--- config.mk ---
export PLATFORM = sky130hd
export DESIGN_NAME = urx
export DESIGN_NICKNAME = d
export VERILOG_FILES = /design/src/rtl/urx_pkg.sv /design/src/rtl/urx_sync2.sv /design/src/rtl/urx.sv
export SDC_FILE = /design/constraint.sdc
export NUM_CORES = 1
export LEC_CHECK = 0
export BUFFER_PORTS_ARGS = -buffer_cell sky130_fd_sc_hd__buf_2
export CORE_UTILIZATION = 45
export CTS_BUF_LIST = sky130_fd_sc_hd__clkbuf_8
export DETAILED_ROUTE_END_ITERATION = 16
export PLACE_DENSITY_LB_ADDON = 0.08
export SLEW_MARGIN = 10
export SYNTH_ARGS = -nofsm -noshare
export SYNTH_HDL_FRONTEND = slang
export SYNTH_HIERARCHICAL = 1
export SYNTH_SLANG_ARGS = --single-unit
--- constraint.sdc ---
create_clock -name clk -period 1.85 [get_ports clk]
set_clock_uncertainty 0.1 [all_clocks]
set_input_delay 0 -clock clk [delete_from_list [all_inputs] [get_ports clk]]
set_output_delay 0 -clock clk [all_outputs]
set_load 0.02 [all_outputs]
--- src/rtl/urx_pkg.sv ---
// Shared definitions for the UART receiver.
//   - default frame geometry (data bits, oversampling ratio)
//   - receiver FSM state encoding
//   - stop_bits field decode
package urx_pkg;

   localparam int URX_DBIT    = 8;
   localparam int URX_SB_TICK = 16;

   typedef enum logic [2:0] {
      ST_IDLE   = 3'd0,
      ST_START  = 3'd1,
      ST_DATA   = 3'd2,
      ST_PARITY = 3'd3,
      ST_STOP   = 3'd4
   } urx_state_t;

   localparam logic [1:0] STOP_TWO_A = 2'd2;
   localparam logic [1:0] STOP_TWO_B = 2'd3;

   function automatic logic stop_is_two(input logic [1:0] sb);
      return (sb == STOP_TWO_A) || (sb == STOP_TWO_B);
   endfunction

endpackage

--- src/rtl/urx_sync2.sv ---
// Two-flop synchroniser for an asynchronous single-bit input.
// Ports:
//   clk    system clock
//   reset  synchronous active-high reset, loads RST_VAL into both flops
//   d      asynchronous input
//   q      synchronised output
module urx_sync2 #(
   parameter logic RST_VAL = 1'b1
) (
   input  logic clk,
   input  logic reset,
   input  logic d,
   output logic q
);

   logic meta;

   always_ff @(posedge clk) begin
      if (reset) begin
         meta <= RST_VAL;
         q    <= RST_VAL;
      end else begin
         meta <= d;
         q    <= meta;
      end
   end

endmodule

--- src/rtl/urx.sv ---
// UART serial receiver. Oversamples rx_in with a SB_TICK-per-bit strobe,
// deserialises LSB-first frames with optional even parity and 1 or 2 stop
// bits, and presents the byte plus error flags with a one-cycle rx_done.
// Ports:
//   clk, reset   system clock, synchronous active-high reset
//   tick         oversampling strobe, one clk wide
//   rx_in        asynchronous serial line, idle high
//   parity       1 = even-parity bit follows the data (latched at start)
//   stop_bits    2/3 = two stop bits, 0/1 = one (latched at start)
//   d_out        last received byte
//   rx_done      one-cycle frame-complete pulse
//   parity_err   parity mismatch of last frame
//   frame_err    a stop bit of the last frame sampled 0
//
// state     | meaning
// ----------+--------------------------------------------------------
// ST_IDLE   | line idle, waiting for a falling edge on rxs
// ST_START  | counting to mid start bit, re-checking it is still low
// ST_DATA   | sampling DBIT data bits at mid-bit
// ST_PARITY | sampling the parity bit
// ST_STOP   | sampling 1 or 2 stop bits, then publishing the frame
module urx
   import urx_pkg::*;
#(
   parameter int DBIT    = URX_DBIT,
   parameter int SB_TICK = URX_SB_TICK
) (
   input  logic            clk,
   input  logic            reset,
   input  logic            tick,
   input  logic            rx_in,
   input  logic            parity,
   input  logic [1:0]      stop_bits,
   output logic [DBIT-1:0] d_out,
   output logic            rx_done,
   output logic            parity_err,
   output logic            frame_err
);

   localparam int SW = $clog2(SB_TICK);
   localparam int NW = (DBIT > 2) ? $clog2(DBIT) : 1;

   localparam logic [SW-1:0] S_MID  = SW'(SB_TICK / 2 - 1);
   localparam logic [SW-1:0] S_END  = SW'(SB_TICK - 1);
   localparam logic [NW-1:0] N_LAST = NW'(DBIT - 1);
   localparam logic [NW-1:0] N_ONE  = NW'(1);

   logic rxs;

   urx_sync2 #(.RST_VAL(1'b1)) u_sync (
      .clk   (clk),
      .reset (reset),
      .d     (rx_in),
      .q     (rxs)
   );

   urx_state_t      state_q, state_d;
   logic [SW-1:0]   s_q, s_d;
   logic [NW-1:0]   n_q, n_d;
   logic [DBIT-1:0] b_q, b_d;
   logic            par_en_q, par_en_d;
   logic            two_stop_q, two_stop_d;
   logic            perr_q, perr_d;
   logic            ferr_q, ferr_d;
   logic [DBIT-1:0] d_out_d;
   logic            rx_done_d, parity_err_d, frame_err_d;
   logic            last_stop;

   always_ff @(posedge clk) begin
      if (reset) begin
         state_q    <= ST_IDLE;
         s_q        <= '0;
         n_q        <= '0;
         b_q        <= '0;
         par_en_q   <= 1'b0;
         two_stop_q <= 1'b0;
         perr_q     <= 1'b0;
         ferr_q     <= 1'b0;
         d_out      <= '0;
         rx_done    <= 1'b0;
         parity_err <= 1'b0;
         frame_err  <= 1'b0;
      end else begin
         state_q    <= state_d;
         s_q        <= s_d;
         n_q        <= n_d;
         b_q        <= b_d;
         par_en_q   <= par_en_d;
         two_stop_q <= two_stop_d;
         perr_q     <= perr_d;
         ferr_q     <= ferr_d;
         d_out      <= d_out_d;
         rx_done    <= rx_done_d;
         parity_err <= parity_err_d;
         frame_err  <= frame_err_d;
      end
   end

   assign last_stop = two_stop_q ? (n_q == N_ONE) : 1'b1;

   always_comb begin
      state_d      = state_q;
      s_d          = s_q;
      n_d          = n_q;
      b_d          = b_q;
      par_en_d     = par_en_q;
      two_stop_d   = two_stop_q;
      perr_d       = perr_q;
      ferr_d       = ferr_q;
      d_out_d      = d_out;
      rx_done_d    = 1'b0;
      parity_err_d = parity_err;
      frame_err_d  = frame_err;

      case (state_q)
         ST_IDLE: begin
            if (!rxs) begin
               state_d    = ST_START;
               s_d        = '0;
               par_en_d   = parity;
               two_stop_d = stop_is_two(stop_bits);
               perr_d     = 1'b0;
               ferr_d     = 1'b0;
            end
         end

         ST_START: begin
            if (tick) begin
               if (s_q == S_MID) begin
                  s_d = '0;
                  if (!rxs) begin
                     state_d = ST_DATA;
                     n_d     = '0;
                  end else begin
                     state_d = ST_IDLE;
                  end
               end else begin
                  s_d = s_q + 1'b1;
               end
            end
         end

         ST_DATA: begin
            if (tick) begin
               if (s_q == S_END) begin
                  s_d = '0;
                  b_d = {rxs, b_q[DBIT-1:1]};
                  if (n_q == N_LAST) begin
                     n_d     = '0;
                     state_d = par_en_q ? ST_PARITY : ST_STOP;
                  end else begin
                     n_d = n_q + 1'b1;
                  end
               end else begin
                  s_d = s_q + 1'b1;
               end
            end
         end

         ST_PARITY: begin
            if (tick) begin
               if (s_q == S_END) begin
                  s_d     = '0;
                  perr_d  = (^b_q) ^ rxs;
                  state_d = ST_STOP;
               end else begin
                  s_d = s_q + 1'b1;
               end
            end
         end

         ST_STOP: begin
            if (tick) begin
               if (s_q == S_END) begin
                  s_d    = '0;
                  ferr_d = ferr_q | ~rxs;
                  if (last_stop) begin
                     // Publish directly from the next-value so the final
                     // stop sample is included in frame_err.
                     n_d          = '0;
                     state_d      = ST_IDLE;
                     d_out_d      = b_q;
                     parity_err_d = perr_q;
                     frame_err_d  = ferr_q | ~rxs;
                     rx_done_d    = 1'b1;
                  end else begin
                     n_d = n_q + 1'b1;
                  end
               end else begin
                  s_d = s_q + 1'b1;
               end
            end
         end

         default: state_d = ST_IDLE;
      endcase
   end

endmodule

* Yosys cells after proc, flatten, opt, wreduce, memory -nomap -nowiden
Cells that the tools add are included.
W data, S select, Z words.
** Cells by class
- Eq/ne operators :: 23
- Mux-type cells :: 39
- Add/subtract/negate cells :: 2
- Bitwise gates (word level) :: 6
- Reduce and logical (&&, ||, !) cells :: 17
** Operator list (number)
- $mux W3 :: 21
- $ne A2 B2 Y1 const B :: 12
- $mux W4 :: 5
- $reduce_and A4 Y1 :: 4
- $pmux W3 S5 :: 1
- $pmux W4 S3 :: 1
- $reduce_and A11 Y1 :: 1
- $pmux W3 S3 :: 1
- $reduce_and A8 Y1 :: 1
- $reduce_xor A8 Y1 :: 1
- $mux W1 :: 7
- $eq A3 B1 Y1 const B :: 2
- $eq A3 B2 Y1 const B :: 2
- $eq A3 B3 Y1 const B :: 2
- $reduce_bool A3 Y1 :: 2
- $add A4 B1 Y4 const B :: 1
- $eq A2 B2 Y1 const B :: 2
- $eq A4 B3 Y1 const B :: 1
- $eq A4 B4 Y1 const B :: 1
- $not A1 Y1 :: 4
- $pmux W1 S2 :: 2
- $reduce_bool A2 Y1 :: 2
- $reduce_or A4 Y1 :: 1
- $add A3 B1 Y3 const B :: 1
- other kinds (9) :: 9
** Word-level totals
- Output and inout bits :: 11
- Input port bits :: 7
- Logic and storage cells :: 101
- Register bits after elaboration :: 35

* Logic depth before layout (Yosys ltp)
Gate-level depths: netlist (run 1).
- Depth in word-level cells :: 6
- Gate-level depth with buffers :: 9
- Gate-level depth less buffers :: 7

* Hierarchy
Netlist (run 1), hierarchy kept.
** By module, submodules not included
- urx :: seq. area each 660.6 µm², cells each 186, area each 1647.8 µm², instances 1
- urx_sync2 :: seq. area each 40.0 µm², cells each 4, area each 52.6 µm², instances 1

* Worst setup path after synthesis (run 1)
OpenSTA, ideal clock, no wires.
- Kind :: register -> register
- Start :: reg s_q[0]
- End :: reg state_q[0]
- Data required time :: 1.680 ns
- Path buffers :: 0
- Arrival time :: 1.737 ns
- Period minus slack after synthesis :: 1.908 ns
- Library setup time :: 0.070 ns
- Setup slack :: -0.058 ns
- Cell stages (with the launch flop) :: 7
- Cells stage by stage :: dfxtp_1 -> ha_1 -> nand3b_1 -> a221oi_2 -> o211ai_4 -> or4_1 -> a21oi_1
** On the way
- Cells in the longest elaborated chain, start to end :: 3
- Elaborated cells on any way between the ends :: 7
- Classes of those cells :: eq/ne (6); reduce/logical (1)
** Ends and longest elaborated chain
- from (decl) :: RTL line urx.sv:58 : logic [SW-1:0] s_q, s_d;
- from (signal assigned) :: RTL line urx.sv:72 : s_q <= '0;
- from (signal assigned) :: RTL line urx.sv:85 : s_q <= s_d;
- $eq A4 B4 Y1 or $eq A4 B3 Y1 (tied branches)
- $ne A2 B2 Y1 (no line)
- $reduce_and A11 Y1 (no line) *
- to (signal assigned) :: RTL line urx.sv:84 : state_q <= state_d;
- to (decl) :: RTL line urx.sv:57 : urx_state_t state_q, state_d;
Every way passes the cells marked *; elsewhere a longest branch is shown, timed or not.
A chain may end at the register's enable or synchronous reset.

* Worst setup path in the final report (run 1)
- Start :: reg n_q[1]
- End :: reg state_q[0]
** On the way
- Cells in the longest elaborated chain, start to end :: 4
- Elaborated cells on any way between the ends :: 6
- Classes of those cells :: eq/ne (4); mux (1); reduce/logical (1)
** Ends and longest elaborated chain
- from (decl) :: RTL line urx.sv:59 : logic [NW-1:0] n_q, n_d;
- from (signal assigned) :: RTL line urx.sv:86 : n_q <= n_d;
- $eq A3 B1 Y1 :: RTL line urx.sv:99 : assign last_stop = two_stop_q ? (n_q == N_ONE) : 1'b1;
- $mux W1 :: RTL line urx.sv:99
- $ne A2 B2 Y1 (no line)
- $reduce_and A11 Y1 (no line) *
Marked as above.

==> flow_summary.ini, run 1 <==
[outcome]
status = complete, but fails checks
failed_checks = negative setup slack

[pwr]
switching_portion_of_total_power = 0.2053
irDropWorstVdd_mv = 0.6258
leakagePower_uw = 0.0008893
power-per-cell-area_nw_per_um2 = 754.1
clockPowerShare = 0.467
combinational_power_share = 0.090
p_sw_uw = 355.0
internal_power_uw = 1374
seqPwrFrac = 0.443

[placed_design]
placed_cells_incl_taps = 270
gpl.final_weighted_congestion = 0.8407
post-dp-hpwl_um = 2654
number_of_buffers_added_on_ports = 16
dpl-instance-area_sq_um = 2019

[yosys]
synth_largest_type_area_fraction = 0.4121
syn-num-nets = 201
yosysUniqueCellTypes = 42
ys_seq_area_frac = 0.4121
synth.largest_area_cell = sky130_fd_sc_hd__dfxtp_1
ys_ff_latch = 35
synth_area_leaders = sky130_fd_sc_hd__dfxtp_1 41%, sky130_fd_sc_hd__mux2i_1 7.7%, sky130_fd_sc_hd__a21oi_1 5.0%, sky130_fd_sc_hd__nor2_1 4.9%, sky130_fd_sc_hd__xnor2_1 4.1%
yosys_warns = 6
synth_area_sq_um = 1700
synth.avg_cell_area_sq_um = 8.949
synthCells = 190

[timing]
final_hold_viol_count = 0
fmax_mhz = 520.9
final_max_slew_viol_count = 0
timing.hold.ws_ps = 48.40
final_period_minus_worst_setup_slack_ps = 1920
report.final.setup_viol = 2
fin_setup_tns_ps = -72.71
grt_setup_unrepaired = yes
worst_slew_margin_rel = 0.6856
tightestPinTransition_ps = 471.7
fin_ws_ps = -69.70
post-route-period-util = 1.038

[layout]
post_route_cells_drive_above_1_share = 0.3222
seqCellArea_sq_um = 714.4
n_antenna_cell = 0
fillers = 304
final_std_cell_area_no_fill_sq_um = 2293
area_delta_synth_final_pct = 34.88
filler_free_cell_count_of_the_finished_design = 285
final_nets = 249
multi_input_comb_area_sq_um = 1008

[clock_tree]
level_count_of_the_clock_h_tree = 2
tritoncts = done
numCtsBuffers = 5
clock_latency_ps = 280
clock-root-buffer = sky130_fd_sc_hd__clkbuf_8
clkSinkCount = 35
max-clock-path-buffers = 2
clock_transition_at_the_registers_of_the_reported_paths_ps = 70

[setup_path]
r2r_setup_slack_ps = -70
worstPathRequired_ps = 1960
critical_path_sink_type = flop
worst_setup_path_start_kind = flop
critical_path_class = flop to flop
path_max_fanout = 3
crit_path_arrival_time_ps = 2030

[floorplanning]
io-pin-count = 18
floorplan.initialDensity = 0.4903
core_sq_um = 3468
row_count = 21
die_width_um = 63.47
floorplan.die_area_sq_um = 4028
die-height_um = 63.47

[route]
ant_nets = 0
drt-initial-drc-count = 92
drc = 0
routed_via_density = 5.330
routed_wirelength_um = 3787
routedWlPerCell_um = 13.29
overall_via_count_from_detail_route = 1519
drt_pass1_iterations = 4

[global_routing]
grt_overflow_total = 0
grt_pass1_wl_um = 6451
initial_antenna_violation_count = 0
grt_start_max_net_pins = 27
via_count_of_the_first_global_routing_pass = 1421
grtUsageTotal = 0.2079

[worst_hold_path]
worstHoldPathType = primary input to flop

[flow_run]
cap_violations = 0
-- critical path, stage by stage, from the launching register on --
cell and delay (ps):
sky130_fd_sc_hd__dfxtp_2 370, sky130_fd_sc_hd__ha_4 150, sky130_fd_sc_hd__ha_4 120, sky130_fd_sc_hd__nor4b_2 40, sky130_fd_sc_hd__a41oi_2 250, sky130_fd_sc_hd__o211ai_4 130
sky130_fd_sc_hd__or4_4 540, sky130_fd_sc_hd__a21oi_2 140
-- layout make-up --
type / instances / area share
multi-input cells: 140 / 0.4397
clock buffers: 5 / 0.03001
repair buffers: 53 / 0.1609
flip-flops and latches: 35 / 0.3115
clock inverters: 3 / 0.02782
well taps: 46 / 0.02510
inverters: 3 / 0.004910
-- through the flow --
step / setup WS [ps] / power (uW) / util
after CTS: -20.73 / 1730 / 0.6320
after detailed placement: -46.30 / 916.9 / 0.5823
final: -69.70 / 1729 / 0.6613
after global placement: 17.29 / 913.1 / 0.5823
after floorplan: 2.118 / 862.3 / -
after global routing: -161.6 / 1801 / 0.6613
-- state kept, by name (all words and copies together), names as in the netlist --
| name | count |
|---|---|
| b_q | 8 |
| d_out | 8 |
| s_q | 4 |
| n_q | 3 |
| state_q | 3 |
| ferr_q | 1 |
| frame_err | 1 |
| par_en_q | 1 |
| parity_err | 1 |
| perr_q | 1 |
| rx_done | 1 |
| two_stop_q | 1 |
| u_sync/meta | 1 |
| u_sync/q | 1 |
-- synthesized netlist by cell type (all sizes together) --
| cell | count |
|---|---|
| dfxtp | 35 |
| nor2 | 22 |
| a21oi | 17 |
| nand2 | 17 |
| mux2i | 13 |
| nand3 | 11 |
| nor2b | 8 |
| xnor2 | 8 |
| buf | 6 |
| clkbuf | 6 |
| ha | 4 |
| inv | 3 |
| o21ai | 3 |
| or2 | 3 |
| or4 | 3 |
| a31oi | 2 |
| a41oi | 2 |
| and4 | 2 |
| nand2b | 2 |
| nand3b | 2 |
| nor3 | 2 |
| nor3b | 2 |
| xor2 | 2 |
| a211o | 1 |
| a21boi | 1 |
| a221oi | 1 |
| a311oi | 1 |
| a32o | 1 |
| nand4 | 1 |
| nand4b | 1 |
| nand4bb | 1 |
| nor4b | 1 |
| o2111a | 1 |
| o211ai | 1 |
| o22ai | 1 |
| o31ai | 1 |
| or3 | 1 |
| or3b | 1 |
-- path summary, 6_finish.rpt --
kind / start / to / cells after the start
worst min-delay path: reset / n_q[0]$_SDFFE_PP0P_ / 2
worst max register to register: n_q[1]$_SDFFE_PP0P_ / state_q[0]$_SDFFE_PP0P_ / 7
worst max-delay path: n_q[1]$_SDFFE_PP0P_ / state_q[0]$_SDFFE_PP0P_ / 7
worst min register to register: u_sync/meta$_SDFF_PP1_ / u_sync/q$_SDFF_PP1_ / 1
-- cell usage in the layout, fill, tap and decap left out, types with 2 or more instances in the layout --
| cell | n |
|---|---|
| sky130_fd_sc_hd__a21oi_1 | 16 |
| sky130_fd_sc_hd__a31oi_1 | 2 |
| sky130_fd_sc_hd__and4_1 | 2 |
| sky130_fd_sc_hd__buf_2 | 16 |
| sky130_fd_sc_hd__buf_4 | 33 |
| sky130_fd_sc_hd__bufinv_16 | 2 |
| sky130_fd_sc_hd__clkbuf_8 | 5 |
| sky130_fd_sc_hd__dfxtp_1 | 28 |
| sky130_fd_sc_hd__dfxtp_2 | 5 |
| sky130_fd_sc_hd__dfxtp_4 | 2 |
| sky130_fd_sc_hd__dlygate4sd3_1 | 3 |
| sky130_fd_sc_hd__ha_4 | 3 |
| sky130_fd_sc_hd__inv_1 | 4 |
| sky130_fd_sc_hd__mux2i_1 | 13 |
| sky130_fd_sc_hd__nand2_1 | 17 |
| sky130_fd_sc_hd__nand2b_1 | 2 |
| sky130_fd_sc_hd__nand3_1 | 11 |
| sky130_fd_sc_hd__nand3b_1 | 2 |
| sky130_fd_sc_hd__nor2_1 | 21 |
| sky130_fd_sc_hd__nor2b_1 | 7 |
| sky130_fd_sc_hd__nor3_1 | 2 |
| sky130_fd_sc_hd__nor3b_1 | 2 |
| sky130_fd_sc_hd__o21ai_0 | 3 |
| sky130_fd_sc_hd__or2_1 | 2 |
| sky130_fd_sc_hd__or4_1 | 2 |
| sky130_fd_sc_hd__xnor2_1 | 8 |
| sky130_fd_sc_hd__xor2_1 | 2 |
-- cells by family (layout without fill, tap and decap cells) --
group,after synthesis,count (layout),synth area share
DFF,35,35,0.4121
muxes,13,13,0.07652
adders and majority gates,4,4,0.02943
buffers and inverters,15,64,0.04047
and+or+nand+nor,80,80,0.2443
xor gates and xnor gates,10,10,0.05151
AOI/OAI and AO/OA,33,33,0.1457
-- metal layers --
layer	global-route usage	vias to the layer above	routed length, um
li1	-	759	-
met1	0.2732	711	1804
met2	0.3178	41	1738
met3	0.06159	8	170
met4	0.07955	0	73
met5	0	-	0
-- repair_timing --
| item | in CTS | in global routing |
|---|---|---|
| setup endpoints to repair | 12 | 18 |
| setup buffers | 0 | 4 |
| gates resized for setup | 6 | 16 |
| pin swaps | 1 | 7 |
| endpoints found under the hold margin | 3 | 0 |
| hold buffers | 3 | 0 |
-- power by group through the flow --
stage                     clock network (uW)  registers, uW  logic (uW)
after floorplan                            0            781        81.4
after global placement                     0            783         130
after detailed placement                   0            783         134
after CTS                                823            766         140
after global routing                     867            767         167
final                                    807            767         155
No activity file was read; power rests on OpenSTA's default activity.
==> inputs of run 2 (changes only) <==
--- a/config.mk
+++ b/config.mk
@@ -6,10 +6,12 @@
 export NUM_CORES = 1
 export LEC_CHECK = 0
 export BUFFER_PORTS_ARGS = -buffer_cell sky130_fd_sc_hd__buf_2
+export CORE_ASPECT_RATIO = 0.6
 export CORE_UTILIZATION = 45
 export CTS_BUF_LIST = sky130_fd_sc_hd__clkbuf_8
 export DETAILED_ROUTE_END_ITERATION = 16
 export PLACE_DENSITY_LB_ADDON = 0.08
+export REMOVE_ABC_BUFFERS = 1
 export SLEW_MARGIN = 10
 export SYNTH_ARGS = -nofsm -noshare
 export SYNTH_HDL_FRONTEND = slang
==> run 2 against run 1 <==
The run still ends with negative setup slack left. Register-to-register slack improved by 70 ps. Total power is 5.9% lower. Sequential cell count is the same. Setup slack better by 66 ps. Non-clock buffer count fell by 4. Global-route usage rose by 0.90 points. First-iteration DRC count decreased by 43%. Worst hold slack gained 37 ps. Sequential power decreased by 0.7%. Die area rose by 0.20%. Via count fell by 0.20%. Routed wire length rose by 7.8%. Largest cell class unchanged. Largest power group is now registers.
==> flow_summary.ini, run 2 (synthesized netlist as in run 1, its figures left out) <==
[layout]
post_route_cells_drive_above_1_share = 0.3447
area_delta_synth_final_pct = 33.92
seqCellArea_sq_um = 715.7
multi_input_comb_area_sq_um = 1025
final_std_cell_area_no_fill_sq_um = 2277
most-common-layout-cells = 29 x sky130_fd_sc_hd__dfxtp_1, 28 x sky130_fd_sc_hd__buf_4, 20 x sky130_fd_sc_hd__nor2_1
top_flop_regs = b_q (8), d_out (8), s_q (4)
fillers = 267
final_core_utilization = 0.6652
n_antenna_cell = 0
final_nets = 245
mostFrequentLayoutCell = sky130_fd_sc_hd__dfxtp_1

[clock_tree]
max-clock-path-buffers = 2
clkSinkCount = 35
level_count_of_the_clock_h_tree = 2
clock_transition_at_the_registers_of_the_reported_paths_ps = 70
clock_latency_ps = 290
clock-root-buffer = sky130_fd_sc_hd__clkbuf_8
tritoncts = done
numCtsBuffers = 5

[timing]
timing.hold.ws_ps = 85.18
final_hold_viol_count = 0
tightestPinTransition_ps = 559.7
grt_setup_unrepaired = yes
report.final.setup_viol = 1
final_max_slew_viol_count = 0
fin_ws_ps = -3.610
final_period_minus_worst_setup_slack_ps = 1854
worst_slew_margin_rel = 0.6269
fmax_mhz = 539.5
post-route-period-util = 1.002

[setup_path]
worstPathRequired_ps = 1960
timing.critical_path.slowest_cell_delay_ps = 440
worst_setup_path_start_kind = flop
slowest_stage = sky130_fd_sc_hd__or4_4
cell_depth_of_the_worst_flop_to_flop_path = 7
critical_path_sink_type = flop
crit_buf_inv = 1
critical_path_class = flop to flop
timing.critical_path.max_delay_family = compound AO/OA/AOI/OAI gates
path_max_fanout = 4
r2r_setup_slack_ps = -4
worst_r2r_startpoint = n_q[1]$_SDFFE_PP0P_
r2r-end = state_q[0]$_SDFFE_PP0P_
crit_path_arrival_time_ps = 1970
critical_path.cell_chain = inv_2 -> ha_1 -> nand2b_1 -> a41oi_2 -> o211ai_4 -> or4_4 -> a21oi_2

[floorplanning]
die-height_um = 49.62
core_sq_um = 3423
floorplan.die_area_sq_um = 4037
die_width_um = 81.36
floorplan.initialDensity = 0.4967
io-pin-count = 18
row_count = 16

[pwr]
total_power_uw = 1627
power-per-cell-area_nw_per_um2 = 714.7
irDropWorstVdd_mv = 0.4407
leakagePower_uw = 0.0008681

[placed_design]
post-dp-hpwl_um = 2704
number_of_buffers_added_on_ports = 16
dpl-instance-area_sq_um = 1994
gpl.final_weighted_congestion = 0.8305

[worst_hold_path]
worstHoldPathType = primary input to flop
hold_start = reset
worst_hold_path.endpoint = d_out[4]$_SDFFE_PP0P_
worst_hold_path.num_cells = 2

[global_routing]
grt_overflow_total = 0
via_count_of_the_first_global_routing_pass = 1418
grt_pass1_wl_um = 6520
grt_start_max_net_pins = 31
grtUsageTotal = 0.2169
initial_antenna_violation_count = 0

[outcome]
status = complete, but fails checks
failed_checks = negative setup slack

[route]
routed_wirelength_um = 4083
routedWlPerCell_um = 14.58
ant_nets = 0
routed_via_density = 5.414
overall_via_count_from_detail_route = 1516
drt-initial-drc-count = 52
drt_pass1_iterations = 4
drc = 0

[flow_run]
cap_violations = 0
[run 2: worst register-to-register path, cell delays in order (launching register included)]
cell and delay [ps]:
sky130_fd_sc_hd__dfxtp_4 360, sky130_fd_sc_hd__inv_2 50, sky130_fd_sc_hd__ha_1 120, sky130_fd_sc_hd__nand2b_1 90
sky130_fd_sc_hd__a41oi_2 340, sky130_fd_sc_hd__o211ai_4 140, sky130_fd_sc_hd__or4_4 440, sky130_fd_sc_hd__a21oi_2 140
[run 2: metal layers]
layer	routed length (um)	vias up	global-route usage	part of all wire
li1	-	752	-	-
met1	2101	731	0.3140	0.51
met2	1774	29	0.2944	0.43
met3	182	4	0.07222	0.045
met4	25	0	0.07440	0.0061
met5	0	-	0	0
[run 2: timing repair]
item	CTS	global route
setup endpoints to repair	2	20
hold buffers	3	0
endpoints found under the hold margin	3	0
setup buffers	3	0
pin swaps	4	5
resized for setup	4	27
[run 2: power by group]
group | leakage (uW) | total (uW) | switching, uW | internal [uW]
logic | 0.000520 | 156 | 78.7 | 77.0
clock network | 0.0000612 | 710 | 274 | 436
registers | 0.000286 | 762 | 5.87 | 756
[run 2: through the flow]
| step | setup TNS, ps | setup WS, ps | cells |
|---|---|---|---|
| 4_1_cts | 0 | 10.68 | 280 |
| 6_report | -3.610 | -3.610 | 280 |
| 2_1_floorplan | -1563 | -145.8 | 178 |
| 5_1_grt | -212.3 | -67.22 | 280 |
| 3_5_place_dp | -55.74 | -55.74 | 266 |
| 3_3_place_gp | -8.357 | -8.357 | 266 |
[run 2: worst max path at each step]
| stage | from | to | slack (ps) | depth (start not counted) |
|---|---|---|---|---|
| after floorplan | s_q[0]$_SDFFE_PP0P_ | d_out[0]$_SDFFE_PP0P_ | -150 | 5 |
| after global placement | n_q[0]$_SDFFE_PP0P_ | state_q[0]$_SDFFE_PP0P_ | -8 | 7 |
| after detailed placement | n_q[0]$_SDFFE_PP0P_ | state_q[0]$_SDFFE_PP0P_ | -60 | 7 |
| after CTS | n_q[0]$_SDFFE_PP0P_ | state_q[1]$_SDFFE_PP0P_ | 10 | 9 |
| after global routing | n_q[1]$_SDFFE_PP0P_ | state_q[0]$_SDFFE_PP0P_ | -70 | 7 |
| final | n_q[1]$_SDFFE_PP0P_ | state_q[0]$_SDFFE_PP0P_ | -4 | 7 |
[run 2: layout make-up]
cell class,instances,area share
multi-input combinational,140,0.4500
sequential,35,0.3143
timing repair buffer,49,0.1544
clock buffer,6,0.03626
tap,45,0.02473
clock inverter,2,0.01538
inverter,3,0.004945
==> inputs of run 3 (changes only) <==
--- a/config.mk
+++ b/config.mk
@@ -7,7 +7,7 @@
 export LEC_CHECK = 0
 export BUFFER_PORTS_ARGS = -buffer_cell sky130_fd_sc_hd__buf_2
 export CORE_ASPECT_RATIO = 0.6
-export CORE_UTILIZATION = 45
+export CORE_UTILIZATION = 30
 export CTS_BUF_LIST = sky130_fd_sc_hd__clkbuf_8
 export DETAILED_ROUTE_END_ITERATION = 16
 export PLACE_DENSITY_LB_ADDON = 0.08
==> run 3 against run 2 <==
The flow now finishes without violations. Highest routed layer unchanged. Setup slack improved by 31 ps. Combinational power barely moved. Largest cell class unchanged. Critical path type unchanged. Global-route usage fell by 6.3 points.
==> flow_summary.ini, run 3 (synthesized netlist as in run 1, its figures left out) <==
[floorplanning]
floorplan.initialDensity = 0.3236
core_sq_um = 5255
floorplan.die_area_sq_um = 5983
row_count = 20
io-pin-count = 18
die_width_um = 99.20
die-height_um = 60.32

[clock_tree]
clock_transition_at_the_registers_of_the_reported_paths_ps = 70
tritoncts = done
numCtsBuffers = 5
clock_latency_ps = 280
clkSinkCount = 35
clock-root-buffer = sky130_fd_sc_hd__clkbuf_8
max-clock-path-buffers = 2
level_count_of_the_clock_h_tree = 2

[setup_path]
path_max_fanout = 6
critical_path.cell_chain = buf_6 -> nor2b_4 -> a221oi_4 -> o211ai_4 -> or4_4 -> a21oi_2
r2r_setup_slack_ps = 30
crit_path_arrival_time_ps = 1930
worstPathRequired_ps = 1960
worst_r2r_startpoint = state_q[0]$_SDFFE_PP0P_
critical_path_class = flop to flop
slowest_stage = sky130_fd_sc_hd__or4_4
r2r-end = state_q[0]$_SDFFE_PP0P_
worst_setup_path_start_kind = flop
cell_depth_of_the_worst_flop_to_flop_path = 6
critical_path_sink_type = flop
timing.critical_path.slowest_cell_delay_ps = 430

[timing]
grt_setup_unrepaired = yes
tightestPinTransition_ps = 536.3
fin_setup_tns_ps = 0
report.final.setup_viol = 0
fmax_mhz = 548.7
post-route-period-util = 0.9852
final_hold_viol_count = 0
worst_slew_margin_rel = 0.6425
final_max_slew_viol_count = 0
final_period_minus_worst_setup_slack_ps = 1823

[placed_design]
post-dp-hpwl_um = 3024
gpl.final_weighted_congestion = 0.7834
placed_cells_incl_taps = 289
number_of_buffers_added_on_ports = 16

[route]
m1WireLength_um = 2355
drc = 0
dr.max_layer_used = met4
routedWlPerCell_um = 14.22
ant_nets = 0
met2WireLength_um = 1761
routed_via_density = 4.826
route.met3.wl_um = 195
routed_wirelength_um = 4336
drt_pass1_iterations = 5
overall_via_count_from_detail_route = 1472
drt-initial-drc-count = 55

[layout]
top_flop_regs = b_q (8), d_out (8), s_q (4)
post_route_cells_drive_above_1_share = 0.3598
filler_free_cell_count_of_the_finished_design = 305
most-common-layout-cells = 32 x sky130_fd_sc_hd__buf_4, 28 x sky130_fd_sc_hd__dfxtp_1, 20 x sky130_fd_sc_hd__nor2_1
n_antenna_cell = 0
mostFrequentLayoutCell = sky130_fd_sc_hd__buf_4
area_delta_synth_final_pct = 38.26
final_nets = 250

[flow_run]
cap_violations = 0

[worst_hold_path]
worst_hold_path.endpoint = n_q[1]$_SDFFE_PP0P_
worst_hold_path.num_cells = 2
hold_start = reset
worstHoldPathType = primary input to flop

[global_routing]
grt_overflow_total = 0
grt_pass1_wl_um = 6955
via_count_of_the_first_global_routing_pass = 1402
initial_antenna_violation_count = 0
grtUsageTotal = 0.1543
grt_start_max_net_pins = 28

[pwr]
irDropWorstVdd_mv = 0.3845
leakagePower_uw = 0.0008835
power-per-cell-area_nw_per_um2 = 633.5

[outcome]
status = finished clean
-- run 3: area by class of cell --
type                    count  area, sq um
fillers                   519         2904
multi-input cells         140         1060
flip-flops and latches     35        716.9
repair buffers             54        392.9
clock buffers               6        82.58
well taps                  66        82.58
inverters                   3        11.26
clock inverters             1        5.005
-- run 3: how the worst max path moves through the flow --
stage          cells past startpoint  slack, ps               startpoint                       to
5_1_grt                            6        -40  state_q[0]$_SDFFE_PP0P_  state_q[0]$_SDFFE_PP0P_
3_3_place_gp                       7        -30      n_q[0]$_SDFFE_PP0P_  state_q[0]$_SDFFE_PP0P_
6_report                           6         30  state_q[0]$_SDFFE_PP0P_  state_q[0]$_SDFFE_PP0P_
4_1_cts                            7        -20      n_q[0]$_SDFFE_PP0P_  state_q[0]$_SDFFE_PP0P_
2_1_floorplan                      5       -150      s_q[0]$_SDFFE_PP0P_    d_out[0]$_SDFFE_PP0P_
3_5_place_dp                       7       -110      n_q[0]$_SDFFE_PP0P_  state_q[0]$_SDFFE_PP0P_
-- run 3: routing by layer --
metal,GRT usage,up-vias
met3,0.04561,4
li1,-,765
met1,0.2167,682
met2,0.2318,21
met5,0,-
met4,0.04202,0
-- run 3: through the flow --
| stage | power [uW] | setup WS [ps] | util | hold slack [ps] | cell area, sq um |
|---|---|---|---|---|---|
| detailed placement | 911.2 | -109.1 | 0.3874 | 82.71 | 2036 |
| finish | 1489 | 27.44 | 0.4474 | 84.00 | 2351 |
| global placement | 908.2 | -27.30 | 0.3874 | 76.99 | 2036 |
| global route | 1552 | -43.18 | 0.4474 | 101.9 | 2351 |
| floorplan | 843.3 | -145.8 | - | -30.93 | 1643 |
| CTS | 1497 | -18.00 | 0.4190 | 74.50 | 2202 |
-- run 3: report_power, final --
part / internal [uW] / switching [uW]
Clock: 292 / 271
Sequential: 757 / 9.36
Combinational: 81.4 / 78.0
Total: 1130 / 359
-- run 3: what timing repair did --
item,CTS,global route
pin swaps,4,4
buffers inserted,2,4
resized for setup,10,27
hold buffers,3,0
endpoints found under the setup margin,5,20
endpoints found under the hold margin,3,0
-- run 3: critical path: cells and delay by family, from the launching register on --
kind | cells | cell delay (ps)
AND/OR/NAND/NOR | 2 | 560
flip-flops | 1 | 370
AO/OA/AOI/OAI | 3 | 580
buffers and inverters | 1 | 140
